## src/rtl/apb_bridge_ctrl_if.sv

```systemverilog
// Bus bundle between the AHB slave stage, the APB-side bridge controller and the APB peripherals.
// The slave modport is the controller's view; master is the environment driving it.
interface apb_bridge_ctrl_if;
  localparam int unsigned AW = 32;
  localparam int unsigned DW = 32;
  localparam int unsigned SW = 3;

  // AHB side, from the slave interface stage
  logic          valid;
  logic          HWRITE;
  logic [AW-1:0] HADDR;
  logic [DW-1:0] HWDATA;
  logic [SW-1:0] TEMP_SEL;
  logic          HREADYout;
  logic [DW-1:0] HRDATA;

  // APB side
  logic [SW-1:0] PSEL;
  logic          PENABLE;
  logic          PWRITE;
  logic [AW-1:0] PADDR;
  logic [DW-1:0] PWDATA;
  logic          PREADY;
  logic [DW-1:0] PRDATA;
  logic          TIMEOUT;

  modport slave (
    input  valid, HWRITE, HADDR, HWDATA, TEMP_SEL, PREADY, PRDATA,
    output HREADYout, HRDATA, PSEL, PENABLE, PWRITE, PADDR, PWDATA, TIMEOUT
  );

  modport master (
    output valid, HWRITE, HADDR, HWDATA, TEMP_SEL, PREADY, PRDATA,
    input  HREADYout, HRDATA, PSEL, PENABLE, PWRITE, PADDR, PWDATA, TIMEOUT
  );
endinterface

```

## src/rtl/apb_bridge_ctrl.sv

```systemverilog
// APB-side controller of the AHB-to-APB bridge: one SETUP/ACCESS sequence per accepted AHB
// transfer, posted writes with a single pending slot, reads stall the master until PRDATA is valid.
module apb_bridge_ctrl #(
  parameter int unsigned WAIT_MAX = 16
) (
  input  logic               HCLK,
  input  logic               HRESET,
  apb_bridge_ctrl_if.slave   bus
);

  localparam int unsigned AW    = 32;
  localparam int unsigned DW    = 32;
  localparam int unsigned SW    = 3;
  localparam int unsigned CNT_W = $clog2(WAIT_MAX + 1);
  localparam logic [CNT_W-1:0] CNT_LAST = CNT_W'(WAIT_MAX - 1);

  typedef enum logic [1:0] {
    S_IDLE   = 2'd0,
    S_WWAIT  = 2'd1,
    S_SETUP  = 2'd2,
    S_ACCESS = 2'd3
  } state_t;

  state_t            r_state,     w_state_nxt;
  logic [SW-1:0]     r_psel,      w_psel_nxt;
  logic              r_penable,   w_penable_nxt;
  logic              r_pwrite,    w_pwrite_nxt;
  logic [AW-1:0]     r_paddr,     w_paddr_nxt;
  logic [DW-1:0]     r_pwdata,    w_pwdata_nxt;
  logic              r_timeout,   w_timeout_nxt;
  logic [AW-1:0]     r_addr_q,    w_addr_q_nxt;
  logic [SW-1:0]     r_sel_q,     w_sel_q_nxt;
  logic              r_pend_v,    w_pend_v_nxt;
  logic [AW-1:0]     r_pend_addr, w_pend_addr_nxt;
  logic [SW-1:0]     r_pend_sel,  w_pend_sel_nxt;
  logic              r_pend_wr,   w_pend_wr_nxt;
  logic [CNT_W-1:0]  r_wait_cnt,  w_wait_cnt_nxt;

  logic w_done;
  logic w_hready;
  logic w_accept;
  logic w_launch;

  // Unselected (unmapped) transfers and the last allowed wait cycle both end ACCESS.
  assign w_done = bus.PREADY | (r_psel == SW'(0)) | (r_wait_cnt == CNT_LAST);

  always_comb begin
    w_hready = 1'b0;
    case (r_state)
      S_IDLE, S_WWAIT: w_hready = 1'b1;
      S_ACCESS:        w_hready = w_done & ~r_pend_v;
      default:         w_hready = 1'b0;
    endcase
  end

  assign w_accept = bus.valid & w_hready;

  // State register and all registered outputs.
  always_ff @(posedge HCLK) begin
    if (HRESET) begin
      r_state     <= S_IDLE;
      r_psel      <= '0;
      r_penable   <= 1'b0;
      r_pwrite    <= 1'b0;
      r_paddr     <= '0;
      r_pwdata    <= '0;
      r_timeout   <= 1'b0;
      r_addr_q    <= '0;
      r_sel_q     <= '0;
      r_pend_v    <= 1'b0;
      r_pend_addr <= '0;
      r_pend_sel  <= '0;
      r_pend_wr   <= 1'b0;
      r_wait_cnt  <= '0;
    end else begin
      r_state     <= w_state_nxt;
      r_psel      <= w_psel_nxt;
      r_penable   <= w_penable_nxt;
      r_pwrite    <= w_pwrite_nxt;
      r_paddr     <= w_paddr_nxt;
      r_pwdata    <= w_pwdata_nxt;
      r_timeout   <= w_timeout_nxt;
      r_addr_q    <= w_addr_q_nxt;
      r_sel_q     <= w_sel_q_nxt;
      r_pend_v    <= w_pend_v_nxt;
      r_pend_addr <= w_pend_addr_nxt;
      r_pend_sel  <= w_pend_sel_nxt;
      r_pend_wr   <= w_pend_wr_nxt;
      r_wait_cnt  <= w_wait_cnt_nxt;
    end
  end

  // Next-state and next-output logic.
  always_comb begin
    w_state_nxt     = r_state;
    w_psel_nxt      = r_psel;
    w_penable_nxt   = r_penable;
    w_pwrite_nxt    = r_pwrite;
    w_paddr_nxt     = r_paddr;
    w_pwdata_nxt    = r_pwdata;
    w_timeout_nxt   = 1'b0;
    w_addr_q_nxt    = r_addr_q;
    w_sel_q_nxt     = r_sel_q;
    w_pend_v_nxt    = r_pend_v;
    w_pend_addr_nxt = r_pend_addr;
    w_pend_sel_nxt  = r_pend_sel;
    w_pend_wr_nxt   = r_pend_wr;
    w_wait_cnt_nxt  = r_wait_cnt;
    w_launch        = 1'b0;

    case (r_state)
      S_IDLE: begin
        w_launch = w_accept;
      end

      S_WWAIT: begin
        w_state_nxt  = S_SETUP;
        w_paddr_nxt  = r_addr_q;
        w_psel_nxt   = r_sel_q;
        w_pwrite_nxt = 1'b1;
        w_pwdata_nxt = bus.HWDATA;
        if (w_accept) begin
          w_pend_v_nxt    = 1'b1;
          w_pend_addr_nxt = bus.HADDR;
          w_pend_sel_nxt  = bus.TEMP_SEL;
          w_pend_wr_nxt   = bus.HWRITE;
        end
      end

      S_SETUP: begin
        w_state_nxt    = S_ACCESS;
        w_penable_nxt  = 1'b1;
        w_wait_cnt_nxt = '0;
      end

      S_ACCESS: begin
        if (!w_done) begin
          w_wait_cnt_nxt = r_wait_cnt + CNT_W'(1);
        end else begin
          w_psel_nxt    = '0;
          w_penable_nxt = 1'b0;
          w_timeout_nxt = ~bus.PREADY & (r_psel != SW'(0));
          w_state_nxt   = S_IDLE;
          if (r_pend_v) begin
            w_pend_v_nxt = 1'b0;
            if (r_pend_wr) begin
              w_state_nxt  = S_WWAIT;
              w_addr_q_nxt = r_pend_addr;
              w_sel_q_nxt  = r_pend_sel;
            end else begin
              w_state_nxt  = S_SETUP;
              w_paddr_nxt  = r_pend_addr;
              w_psel_nxt   = r_pend_sel;
              w_pwrite_nxt = 1'b0;
            end
          end else begin
            w_launch = w_accept;
          end
        end
      end

      default: begin
        w_state_nxt = S_IDLE;
      end
    endcase

    // New transfer taken straight from the AHB address phase.
    if (w_launch) begin
      if (bus.HWRITE) begin
        w_state_nxt  = S_WWAIT;
        w_addr_q_nxt = bus.HADDR;
        w_sel_q_nxt  = bus.TEMP_SEL;
      end else begin
        w_state_nxt  = S_SETUP;
        w_paddr_nxt  = bus.HADDR;
        w_psel_nxt   = bus.TEMP_SEL;
        w_pwrite_nxt = 1'b0;
      end
    end
  end

  assign bus.HREADYout = w_hready;
  assign bus.HRDATA    = bus.PRDATA;
  assign bus.PSEL      = r_psel;
  assign bus.PENABLE   = r_penable;
  assign bus.PWRITE    = r_pwrite;
  assign bus.PADDR     = r_paddr;
  assign bus.PWDATA    = r_pwdata;
  assign bus.TIMEOUT   = r_timeout;

endmodule

```

## src/flat_wrapper.sv

```systemverilog
// flat-port wrapper written by rule: the top's interface ports become plain ports
module apb_bridge_ctrl_flat 
#(
  parameter int unsigned WAIT_MAX = 16
)
  (HCLK, HRESET, bus_valid, bus_HWRITE, bus_HADDR, bus_HWDATA, bus_TEMP_SEL, bus_PREADY, bus_PRDATA, bus_HREADYout, bus_HRDATA, bus_PSEL, bus_PENABLE, bus_PWRITE, bus_PADDR, bus_PWDATA, bus_TIMEOUT);
  apb_bridge_ctrl_if bus_i ();
  input  logic HCLK;
  input  logic HRESET;
  input wire logic [$bits(bus_i.valid)-1:0] bus_valid;
  input wire logic [$bits(bus_i.HWRITE)-1:0] bus_HWRITE;
  input wire logic [$bits(bus_i.HADDR)-1:0] bus_HADDR;
  input wire logic [$bits(bus_i.HWDATA)-1:0] bus_HWDATA;
  input wire logic [$bits(bus_i.TEMP_SEL)-1:0] bus_TEMP_SEL;
  input wire logic [$bits(bus_i.PREADY)-1:0] bus_PREADY;
  input wire logic [$bits(bus_i.PRDATA)-1:0] bus_PRDATA;
  output wire logic [$bits(bus_i.HREADYout)-1:0] bus_HREADYout;
  output wire logic [$bits(bus_i.HRDATA)-1:0] bus_HRDATA;
  output wire logic [$bits(bus_i.PSEL)-1:0] bus_PSEL;
  output wire logic [$bits(bus_i.PENABLE)-1:0] bus_PENABLE;
  output wire logic [$bits(bus_i.PWRITE)-1:0] bus_PWRITE;
  output wire logic [$bits(bus_i.PADDR)-1:0] bus_PADDR;
  output wire logic [$bits(bus_i.PWDATA)-1:0] bus_PWDATA;
  output wire logic [$bits(bus_i.TIMEOUT)-1:0] bus_TIMEOUT;
  assign bus_i.valid = bus_valid;
  assign bus_i.HWRITE = bus_HWRITE;
  assign bus_i.HADDR = bus_HADDR;
  assign bus_i.HWDATA = bus_HWDATA;
  assign bus_i.TEMP_SEL = bus_TEMP_SEL;
  assign bus_i.PREADY = bus_PREADY;
  assign bus_i.PRDATA = bus_PRDATA;
  assign bus_HREADYout = bus_i.HREADYout;
  assign bus_HRDATA = bus_i.HRDATA;
  assign bus_PSEL = bus_i.PSEL;
  assign bus_PENABLE = bus_i.PENABLE;
  assign bus_PWRITE = bus_i.PWRITE;
  assign bus_PADDR = bus_i.PADDR;
  assign bus_PWDATA = bus_i.PWDATA;
  assign bus_TIMEOUT = bus_i.TIMEOUT;
  apb_bridge_ctrl #(.WAIT_MAX(WAIT_MAX)) u_core (.HCLK(HCLK), .HRESET(HRESET), .bus(bus_i));
endmodule
```

## config.mk

```make
export PLATFORM = sky130hd
export DESIGN_NAME = apb_bridge_ctrl_flat
export DESIGN_NICKNAME = d
export VERILOG_FILES = /design/src/rtl/apb_bridge_ctrl_if.sv /design/src/rtl/apb_bridge_ctrl.sv /design/src/flat_wrapper.sv
export SDC_FILE = /design/constraint.sdc
export NUM_CORES = 1
export LEC_CHECK = 0
export BUFFER_PORTS_ARGS = -buffer_cell sky130_fd_sc_hd__buf_2
export CAP_MARGIN = 15
export CORE_MARGIN = 5
export CORE_UTILIZATION = 46
export DETAILED_ROUTE_END_ITERATION = 12
export HOLD_SLACK_MARGIN = 0.12
export PLACE_DENSITY = 0.72
export SLEW_MARGIN = 10
export SYNTH_ARGS = -nofsm -noshare
export SYNTH_HDL_FRONTEND = slang
export SYNTH_SLANG_ARGS = --single-unit
```

## constraint.sdc

```tcl
create_clock -name HCLK -period 2.7 [get_ports HCLK]
set_clock_uncertainty 0.1 [all_clocks]
set_input_delay 0.135 -clock HCLK [delete_from_list [all_inputs] [get_ports HCLK]]
set_output_delay 0.135 -clock HCLK [all_outputs]
set_load 0.02 [all_outputs]
```

==> flow_summary_export.csv, run 1 <==
group,metric,value,unit
power,clockPowerShare,28.3,%
timing,period_needed,2560,ps
critical_path,arrival,2330,ps
timing,timing.final.hold_violations,0,
routing,ant_nets,0,
power,sw_frac_of_total,36.6,%
cells_and_area,syn2layout_area_growth,30.5,%
critical_path,r2r_cells,7,
yosys,synth_flop_cell,"dfxtp_1",
cells_and_area,drive_above_1_share,24.7,%
routing,vias,6281,
yosys,synth-adder-area-share,1.13,%
worst_hold_path,holdPathStages,0,
yosys,synthMuxAreaShare,10.2,%
critical_path,critical_path.startpoint,"u_core.r_wait_cnt[0]$_SDFFE_PP0P_",
critical_path,r2r_setup_slack,180,ps
cells_and_area,final_cell_mix,"dfxtp_1, buf_2, nand2_1, nor2_1, a211oi_1",
placement,gp_congestion,0.839,
timing,hold_slack,170,ps
worst_hold_path,worstHoldStart,"bus_PRDATA[17]",
floorplanning,core-area,14400,um2
timing,max_freq,390,MHz
power,power_frac_comb,37.3,%
yosys,syn-num-nets,825,
yosys,synthXorXnorAreaFrac,0,%
timing,drv_slew,0,
clock_network,clock_sink_count,149,
power,p_leak,3.64,nW
clock_network,path_clk_slew,60,ps
yosys,synthArstFlopShare,0,%
routing,drt_wl_total,19800,um
grt,globalRouteOverflowTotal,0,
power,pwr-share-seq,34.4,%
placement,dp_hpwl,11900,um
grt,grt_start_max_net_pins,68,
floorplanning,fp-row-count,44,
flow_run,drv.max_cap_violation_count,0,
power,powerDensity,967,nW/um2
timing,slew-limit-headroom,23.4,%
critical_path,rr_startpoint,"u_core.r_wait_cnt[0]$_SDFFE_PP0P_",
yosys,synth.avg_cell_area,9.33,um2
power,finalPower,0.00841,W
timing,setup_viol,0,
floorplanning,initial_utilization,46.4,%
grt,grt_pass1_vias,6297,
power,switching_power,0.00308,W
timing,period_share,94.9,%
grt,antenna_found_initial,0,
critical_path,worstPathRequired,2470,ps
critical_path,cp_max_fo,25,
power,p_int,0.00533,W
status,status,"complete, no violations",
yosys,synth_seq_cells,149,
yosys,synthSimpleGateAreaFrac,10.7,%
routing,wl_per_cell,18.5,um
power,peakVddDrop,0.565,mV
floorplanning,dieArea,17000,um2
grt,grt_pass1_wl,31700,um
yosys,synth_edf_count,0,
timing,tightestPinTransition,1150,ps
grt,track_usage,23.3,%
routing,firstDrtPassIters,6,
timing,rsz0062_at_grt,"true",
routing,drc,0,
floorplanning,die_width,130,um
worst_hold_path,min_to,"bus_HRDATA[17]",
placement,io_buffers,142,
yosys,synth.yosys.seq_area_share,44.7,%
clock_network,clock_latency,420,ps
routing,via_per_inst,5.85,
routing,drtIter0Drc,791,
cells_and_area,final_common_cell,"dfxtp_1",
yosys,synth_compound_area_share,23.9,%
critical_path,crit_type,"reg2out",
cells_and_area,n_antenna_cell,0,
clock_network,root_buffer,"clkbuf_16",
yosys,synth_top_family_by_area,"compound AO/OA/AOI/OAI gates",
clock_network,cts_buffers,17,
clock_network,cts_tree,"built",
worst_hold_path,hp-class,"in2out",
floorplanning,ios,207,
yosys,syn_area,6670,um2
critical_path,setup.worst_path.end_class,"primary output",
yosys,syn_inst,715,
yosys,ys_warn_count,0,
clock_network,htreeDepth,4,
critical_path,startpoint_type,"register",
clock_network,cts_max_path_buffers,2,
floorplanning,die_h,130,um
timing,tns,0,ps
cells_and_area,final_nets,988,
yosys,synth_cell_type_count,42,
critical_path,r2r-end,"u_core.r_sel_q[1]$_SDFF_PP0_",
## worst max-delay path by stage
stage	end	slack, ps	cells past startpoint
detailed placement	u_core.bus.PADDR[7]$_SDFF_PP0_	-40	8
global placement	u_core.bus.PADDR[8]$_SDFF_PP0_	60	8
global route	u_core.bus.PWRITE$_SDFF_PP0_	-10	7
finish	bus_HREADYout	140	8
floorplan	u_core.r_addr_q[10]$_SDFF_PP0_	350	10
CTS	bus_HREADYout	20	8
## sequential cells by signal (all words and copies together) (netlist names)
name                flops
u_core.r_addr_q        32
u_core.r_state          2
u_core.r_wait_cnt       5
u_core.r_pend_wr        1
u_core.bus.PWRITE       1
u_core.bus.PSEL         3
u_core.r_sel_q          3
u_core.bus.PENABLE      1
u_core.bus.PADDR       32
u_core.r_pend_v         1
u_core.bus.TIMEOUT      1
u_core.r_pend_addr     32
u_core.r_pend_sel       3
u_core.bus.PWDATA      32
## kinds of logic (layout without fill, tap and decap cells)
kind of cell,count (synthesis),after routing
DFF,149,149
and+or+nand+nor,174,174
adders and majority gates,6,6
AOI/OAI and AO/OA,207,207
muxes,68,68
buffers and inverters,111,285
## through the flow
step | worst slack [ps] | cell area [um2] | util, % | cells
after floorplan | 353 | 6670 | - | 715
after global placement | 55.4 | 7380 | 51.4 | 973
after detailed placement | -37.8 | 7380 | 51.4 | 973
after CTS | 21.4 | 8680 | 60.4 | 1073
after global routing | -13.5 | 8700 | 60.6 | 1073
final | 139 | 8700 | 60.6 | 1073
## final cells by class
type	count	area, um2
repair buffers	248	1730
multi-input cells	455	3140
fillers	1178	5670
clock buffers	21	460
well taps	184	230
inverters	7	26.3
clock inverters	9	129
flip-flops and latches	149	2980
## synth_stat cells (2+ instances only)
| library cell | number | area [um2] |
|---|---|---|
| a211o_1 | 2 | 17.5 |
| a211oi_1 | 71 | 533 |
| a21o_1 | 2 | 15.0 |
| a21oi_1 | 42 | 210 |
| a221oi_1 | 36 | 315 |
| a222oi_1 | 35 | 350 |
| a22oi_1 | 3 | 22.5 |
| a31oi_1 | 2 | 12.5 |
| buf_1 | 2 | 7.51 |
| buf_2 | 19 | 95.1 |
| buf_4 | 34 | 255 |
| buf_6 | 7 | 78.8 |
| clkbuf_1 | 42 | 158 |
| dfxtp_1 | 149 | 2980 |
| ha_1 | 6 | 75.1 |
| inv_1 | 7 | 26.3 |
| mux2i_1 | 68 | 681 |
| nand2_1 | 77 | 289 |
| nand2b_1 | 5 | 31.3 |
| nor2_1 | 74 | 278 |
| nor2b_1 | 5 | 31.3 |
| nor3_1 | 3 | 15.0 |
| nor3b_1 | 2 | 15.0 |
| o21ai_0 | 3 | 15.0 |
| or3_1 | 2 | 12.5 |
## power by group through the flow
stage                     Clock (W)  Combinational, W  Sequential, W
final                       0.00238           0.00314        0.00289
after global routing        0.00252           0.00338        0.00293
after CTS                   0.00242           0.00309        0.00288
after detailed placement          0           0.00297        0.00292
after global placement            0           0.00293        0.00291
after floorplan                   0           0.00179        0.00316
## metal layers
metal / GRT usage [%] / vias up / share of wire [%]
met5: 0 / - / 0
met4: 7.26 / 0 / 1.1
met3: 7.44 / 28 / 9.8
met2: 38.5 / 307 / 48
met1: 29.1 / 2993 / 42
li1: - / 2953 / -
## critical path, stage by stage, from the launching register on
cell     delay (ps)
dfxtp_1         330
ha_2            200
and3_1          180
ha_2            180
or2_4           260
a21oi_4         230
buf_12          230
a31oi_2         120
buf_4           190
## timing repair
action	4_1_cts	5_1_grt
hold buffers	69	0
hold endpoints to repair	139	0
setup buffers	1	0
pin swaps	1	2
resized for setup	3	6
endpoints found under the setup margin	4	38
Power figures use the tool's default switching activity.
==> inputs of run 2 (changes only) <==
Settings changed: CORE_ASPECT_RATIO set to 0.8, CTS_CLUSTER_DIAMETER set to 50.
==> flow_summary_export.csv, run 2 (synthesis results as in run 1) <==
group,metric,value,unit
grt,top_usage_layer,"met2",
critical_path,setup.worst_path.end_class,"primary output",
critical_path,r2r-end,"u_core.r_state[0]$_SDFFE_PP0P_",
cells_and_area,n_antenna_cell,0,
timing,tightestPinTransition,973,ps
routing,wl_per_cell,19.5,um
cells_and_area,fin_util,62.9,%
floorplanning,core-area,14200,um2
placement,pre_cts_slack,-120,ps
grt,track_usage,23.5,%
grt,grt_use_met2,35.7,%
floorplanning,initial_utilization,46.8,%
critical_path,arrival,2520,ps
grt,antenna_found_initial,0,
routing,drtIter0Drc,908,
cells_and_area,design_area,8970,um2
grt,grt_start_max_net_pins,88,
flow_run,drv.max_cap_violation_count,0,
clock_network,htreeDepth,4,
grt,grt_pass1_wl,32600,um
status,violations,"setup timing",
clock_network,clock_latency,420,ps
cells_and_area,multiInputGateArea,3200,um2
clock_network,root_buffer,"clkbuf_16",
worst_hold_path,hp-class,"in2reg",
cells_and_area,drive_above_1_share,25.8,%
critical_path,r2r_setup_slack,70,ps
placement,gp_congestion,0.826,
routing,drt_wl_total,21300,um
grt,globalRouteOverflowTotal,0,
timing,timing.final.hold_violations,0,
clock_network,cts_tree,"built",
critical_path,crit_type,"reg2out",
cells_and_area,final_common_cell,"dfxtp_1",
routing,via_per_inst,5.95,
timing,rsz0062_at_grt,"true",
placement,dp_hpwl,11700,um
cells_and_area,fillers,1152,
floorplanning,dieArea,17000,um2
grt,met3_usage,7.60,%
timing,final.setup.worst_slack,-53.3,ps
timing,drv_slew,0,
cells_and_area,syn2layout_area_growth,34.4,%
grt,grt_pass1_vias,6258,
status,status,"complete, but fails checks",
grt,met1_usage,32.1,%
critical_path,worstPathRequired,2470,ps
power,powerDensity,978,nW/um2
timing,tns,-53.3,ps
placement,post_dp_cell_area,7420,um2
routing,vias,6493,
clock_network,cts_buffers,17,
routing,ant_nets,0,
critical_path,critical_path.startpoint,"u_core.r_wait_cnt[0]$_SDFFE_PP0P_",
clock_network,path_clk_slew,60,ps
timing,max_freq,363,MHz
power,peakVddDrop,0.626,mV
critical_path,r2r_cells,10,
cells_and_area,final_cell_mix,"dfxtp_1, buf_2, nand2_1, dlygate4sd3_1, nor2_1",
floorplanning,die_width,145,um
routing,drc,0,
cells_and_area,seqCellArea,2980,um2
critical_path,startpoint_type,"register",
timing,period_share,102,%
floorplanning,fp-row-count,39,
timing,setup_viol,1,
clock_network,clock_sink_count,149,
cells_and_area,final_nets,1005,
critical_path,worstSetupEndpoint,"bus_HREADYout",
power,p_leak,3.75,nW
routing,firstDrtPassIters,6,
placement,io_buffers,142,
floorplanning,die_h,118,um
critical_path,cp_max_fo,9,
timing,slew-limit-headroom,35.2,%
critical_path,rr_startpoint,"u_core.r_wait_cnt[0]$_SDFFE_PP0P_",
power,finalPower,0.00877,W
clock_network,cts_max_path_buffers,2,
timing,period_needed,2750,ps
floorplanning,ios,207,
## run 2: worst min path at each step
stage / slack (ps) / depth (start not counted) / end / from
after floorplan: 110 / 1 / u_core.bus.TIMEOUT$_SDFF_PP0_ / bus_PREADY
after global placement: 170 / 0 / bus_HRDATA[0] / bus_PRDATA[0]
after detailed placement: 170 / 0 / bus_HRDATA[0] / bus_PRDATA[0]
after CTS: 120 / 5 / u_core.r_pend_addr[3]$_SDFFE_PP0P_ / bus_valid
after global routing: 160 / 5 / u_core.r_pend_addr[3]$_SDFFE_PP0P_ / bus_valid
final: 150 / 5 / u_core.r_pend_addr[3]$_SDFFE_PP0P_ / bus_valid
## run 2: cell type report
| class | count | area share [%] |
|---|---|---|
| clock buffers | 24 | 5.82 |
| clock inverters | 8 | 0.781 |
| inverters | 7 | 0.293 |
| well taps | 184 | 2.57 |
| repair buffers | 263 | 21.6 |
| flip-flops and latches | 149 | 33.3 |
| multi-input cells | 457 | 35.7 |
## run 2: worst max-delay path, stage by stage (launching register included)
cell and delay [ps]:
dfxtp_1 330, ha_1 230, and3_1 190, ha_1 200
buf_4 140, or2_4 290, a21oi_4 240, buf_12 160
a31oi_1 120, buf_2 190
## run 2: repair_timing
action	in CTS	in global routing
resized for setup	4	4
endpoints found under the setup margin	16	29
pin swaps	2	3
hold endpoints to repair	139	0
hold buffers	75	0
cloned	1	3
setup buffers	1	8
## run 2: power by group
part / total, W / switching (W) / internal [W] / leakage (nW)
clock network: 0.00233 / 0.000899 / 0.00143 / 0.294
registers: 0.00289 / 0.000258 / 0.00263 / 1.21
logic: 0.00355 / 0.00214 / 0.00141 / 2.24
total: 0.00877 / 0.00330 / 0.00548 / 3.75
## run 2: through the flow
| stage | std cells | hold slack, ps |
|---|---|---|
| 4_1_cts | 1081 | 121 |
| 5_1_grt | 1092 | 156 |
| 3_3_place_gp | 972 | 170 |
| 3_5_place_dp | 972 | 170 |
| 2_1_floorplan | 715 | 114 |
| 6_report | 1092 | 145 |
## run 2: metal layers
| layer | up-vias | part of all wire [%] | wire, um |
|---|---|---|---|
| li1 | 2999 | - | - |
| met1 | 3101 | 43 | 9160 |
| met2 | 349 | 45 | 9540 |
| met3 | 44 | 10 | 2210 |
| met4 | 0 | 1.8 | 385 |
| met5 | - | 0 | 0 |
==> inputs of run 3 (changes only) <==
Settings changed: RECOVER_POWER set to 100.
==> flow_summary_export.csv, run 3 (synthesis results as in run 1) <==
group,metric,value,unit
status,status,"complete, but fails checks",
status,violations,"setup timing",
clock_network,clock_sink_count,149,
routing,ant_nets,0,
cells_and_area,final_cell_mix,"dfxtp_1, nand2_1, dlygate4sd3_1, nor2_1, clkbuf_1",
grt,grt_pass1_wl,32600,um
grt,grt_start_max_net_pins,88,
floorplanning,core-area,14200,um2
grt,antenna_found_initial,0,
power,powerDensity,981,nW/um2
cells_and_area,fin_cells,1092,
timing,period_needed,2750,ps
critical_path,critPathMaxStageDelay,330,ps
routing,vias,6491,
clock_network,path_clk_slew,60,ps
routing,drtIter0Drc,917,
flow_run,drv.max_cap_violation_count,0,
routing,drt_wl_total,21200,um
floorplanning,initial_utilization,46.8,%
timing,timing.final.hold_violations,0,
critical_path,setup.worst_path.end_class,"primary output",
cells_and_area,fillers,1190,
cells_and_area,final_common_cell,"dfxtp_1",
grt,track_usage,23.5,%
critical_path,cp_slowest_cell,"dfxtp_1",
clock_network,clock_latency,420,ps
clock_network,cts_tree,"built",
critical_path,path_buf_inv,3,
critical_path,startpoint_type,"register",
clock_network,cts_max_path_buffers,2,
critical_path,path_cells,"ha_1 -> and3_1 -> ha_1 -> buf_4 -> or2_4 -> a21oi_4 -> buf_12 -> a31oi_1 -> buf_2",
placement,dpl.cell_count,972,
timing,final.setup.worst_slack,-53.4,ps
timing,drv_slew,0,
timing,period_share,102,%
timing,max_freq,363,MHz
critical_path,path_delay_family,"buffers and inverters",
cells_and_area,multiInputGateArea,3200,um2
floorplanning,fp-row-count,39,
cells_and_area,n_antenna_cell,0,
routing,drc,0,
routing,firstDrtPassIters,6,
clock_network,root_buffer,"clkbuf_16",
floorplanning,die_width,145,um
power,finalPower,0.00870,W
timing,slew-limit-headroom,35.0,%
placement,dp_hpwl,11700,um
floorplanning,dieArea,17000,um2
floorplanning,ios,207,
power,p_leak,3.45,nW
placement,io_buffers,142,
critical_path,arrival,2520,ps
critical_path,cp_max_fo,9,
clock_network,htreeDepth,4,
power,peakVddDrop,0.621,mV
cells_and_area,drive_above_1_share,17.8,%
placement,gp_congestion,0.826,
routing,wl_per_cell,19.5,um
routing,via_per_inst,5.94,
timing,setup_viol,1,
critical_path,critical_path.most_common_cell,"ha_1",
cells_and_area,final_nets,1005,
critical_path,crit_type,"reg2out",
cells_and_area,seqCellArea,2980,um2
worst_hold_path,hp-class,"in2reg",
cells_and_area,syn2layout_area_growth,33.0,%
clock_network,cts_buffers,17,
timing,rsz0062_at_grt,"true",
floorplanning,die_h,118,um
grt,globalRouteOverflowTotal,0,
timing,tightestPinTransition,975,ps
critical_path,worstPathRequired,2470,ps
grt,grt_pass1_vias,6258,
## run 3: worst paths after layout
kind / startpoint / end / slack, ps / depth (start not counted)
setup / recovery: u_core.r_wait_cnt[0]$_SDFFE_PP0P_ / bus_HREADYout / -50 / 9
hold / removal: bus_valid / u_core.r_pend_addr[3]$_SDFFE_PP0P_ / 150 / 5
hold reg to reg: u_core.r_pend_addr[2]$_SDFFE_PP0P_ / u_core.r_pend_addr[2]$_SDFFE_PP0P_ / 370 / 2
setup reg to reg: u_core.r_wait_cnt[0]$_SDFFE_PP0P_ / u_core.r_addr_q[29]$_SDFF_PP0_ / 90 / 10
## run 3: power breakdown
part | internal, W | switching [W] | leakage (nW)
clock | 0.00143 | 0.000895 | 0.294
combinational | 0.00134 | 0.00214 | 1.94
sequential | 0.00263 | 0.000263 | 1.21
total | 0.00541 | 0.00329 | 3.45
## run 3: repair_timing
item,CTS,global route
hold buffers,75,0
pin swaps,2,3
gates resized for setup,4,4
cloned,1,3
setup endpoints to repair,16,29
buffers inserted,1,8
endpoints found under the hold margin,139,0
## run 3: stage by stage
stage	setup WS [ps]	TNS, ps	hold slack, ps	util (%)	area [um2]
finish	-53.4	-53.4	150	62.2	8870
global route	-124	-134	156	62.2	8870
CTS	-63.4	-63.4	121	61.7	8800
detailed placement	-120	-1460	170	52.1	7420
global placement	-66.6	-765	170	52.1	7420
floorplan	353	0	114	-	6670
## run 3: routing by layer
metal  GRT usage (%)  routed length (um)  share of wire [%]
met2            35.7                9580                 45
met4            6.18                 357                1.7
met3            7.60                2340                 11
met1            32.1                8970                 42
met5               0                   0                  0
## run 3: area by class of cell
type / instances / area share (%)
well taps: 184 / 2.60
multi-input cells: 457 / 36.1
flip-flops and latches: 149 / 33.6
clock inverters: 8 / 0.790
clock buffers: 24 / 5.88
repair buffers: 263 / 20.7
inverters: 7 / 0.296
## run 3: worst min-delay path, stage by stage
cell and delay [ps]:
buf_2 120, nand2b_1 130, nor2_4 100, nand2_1 80, a21oi_1 50
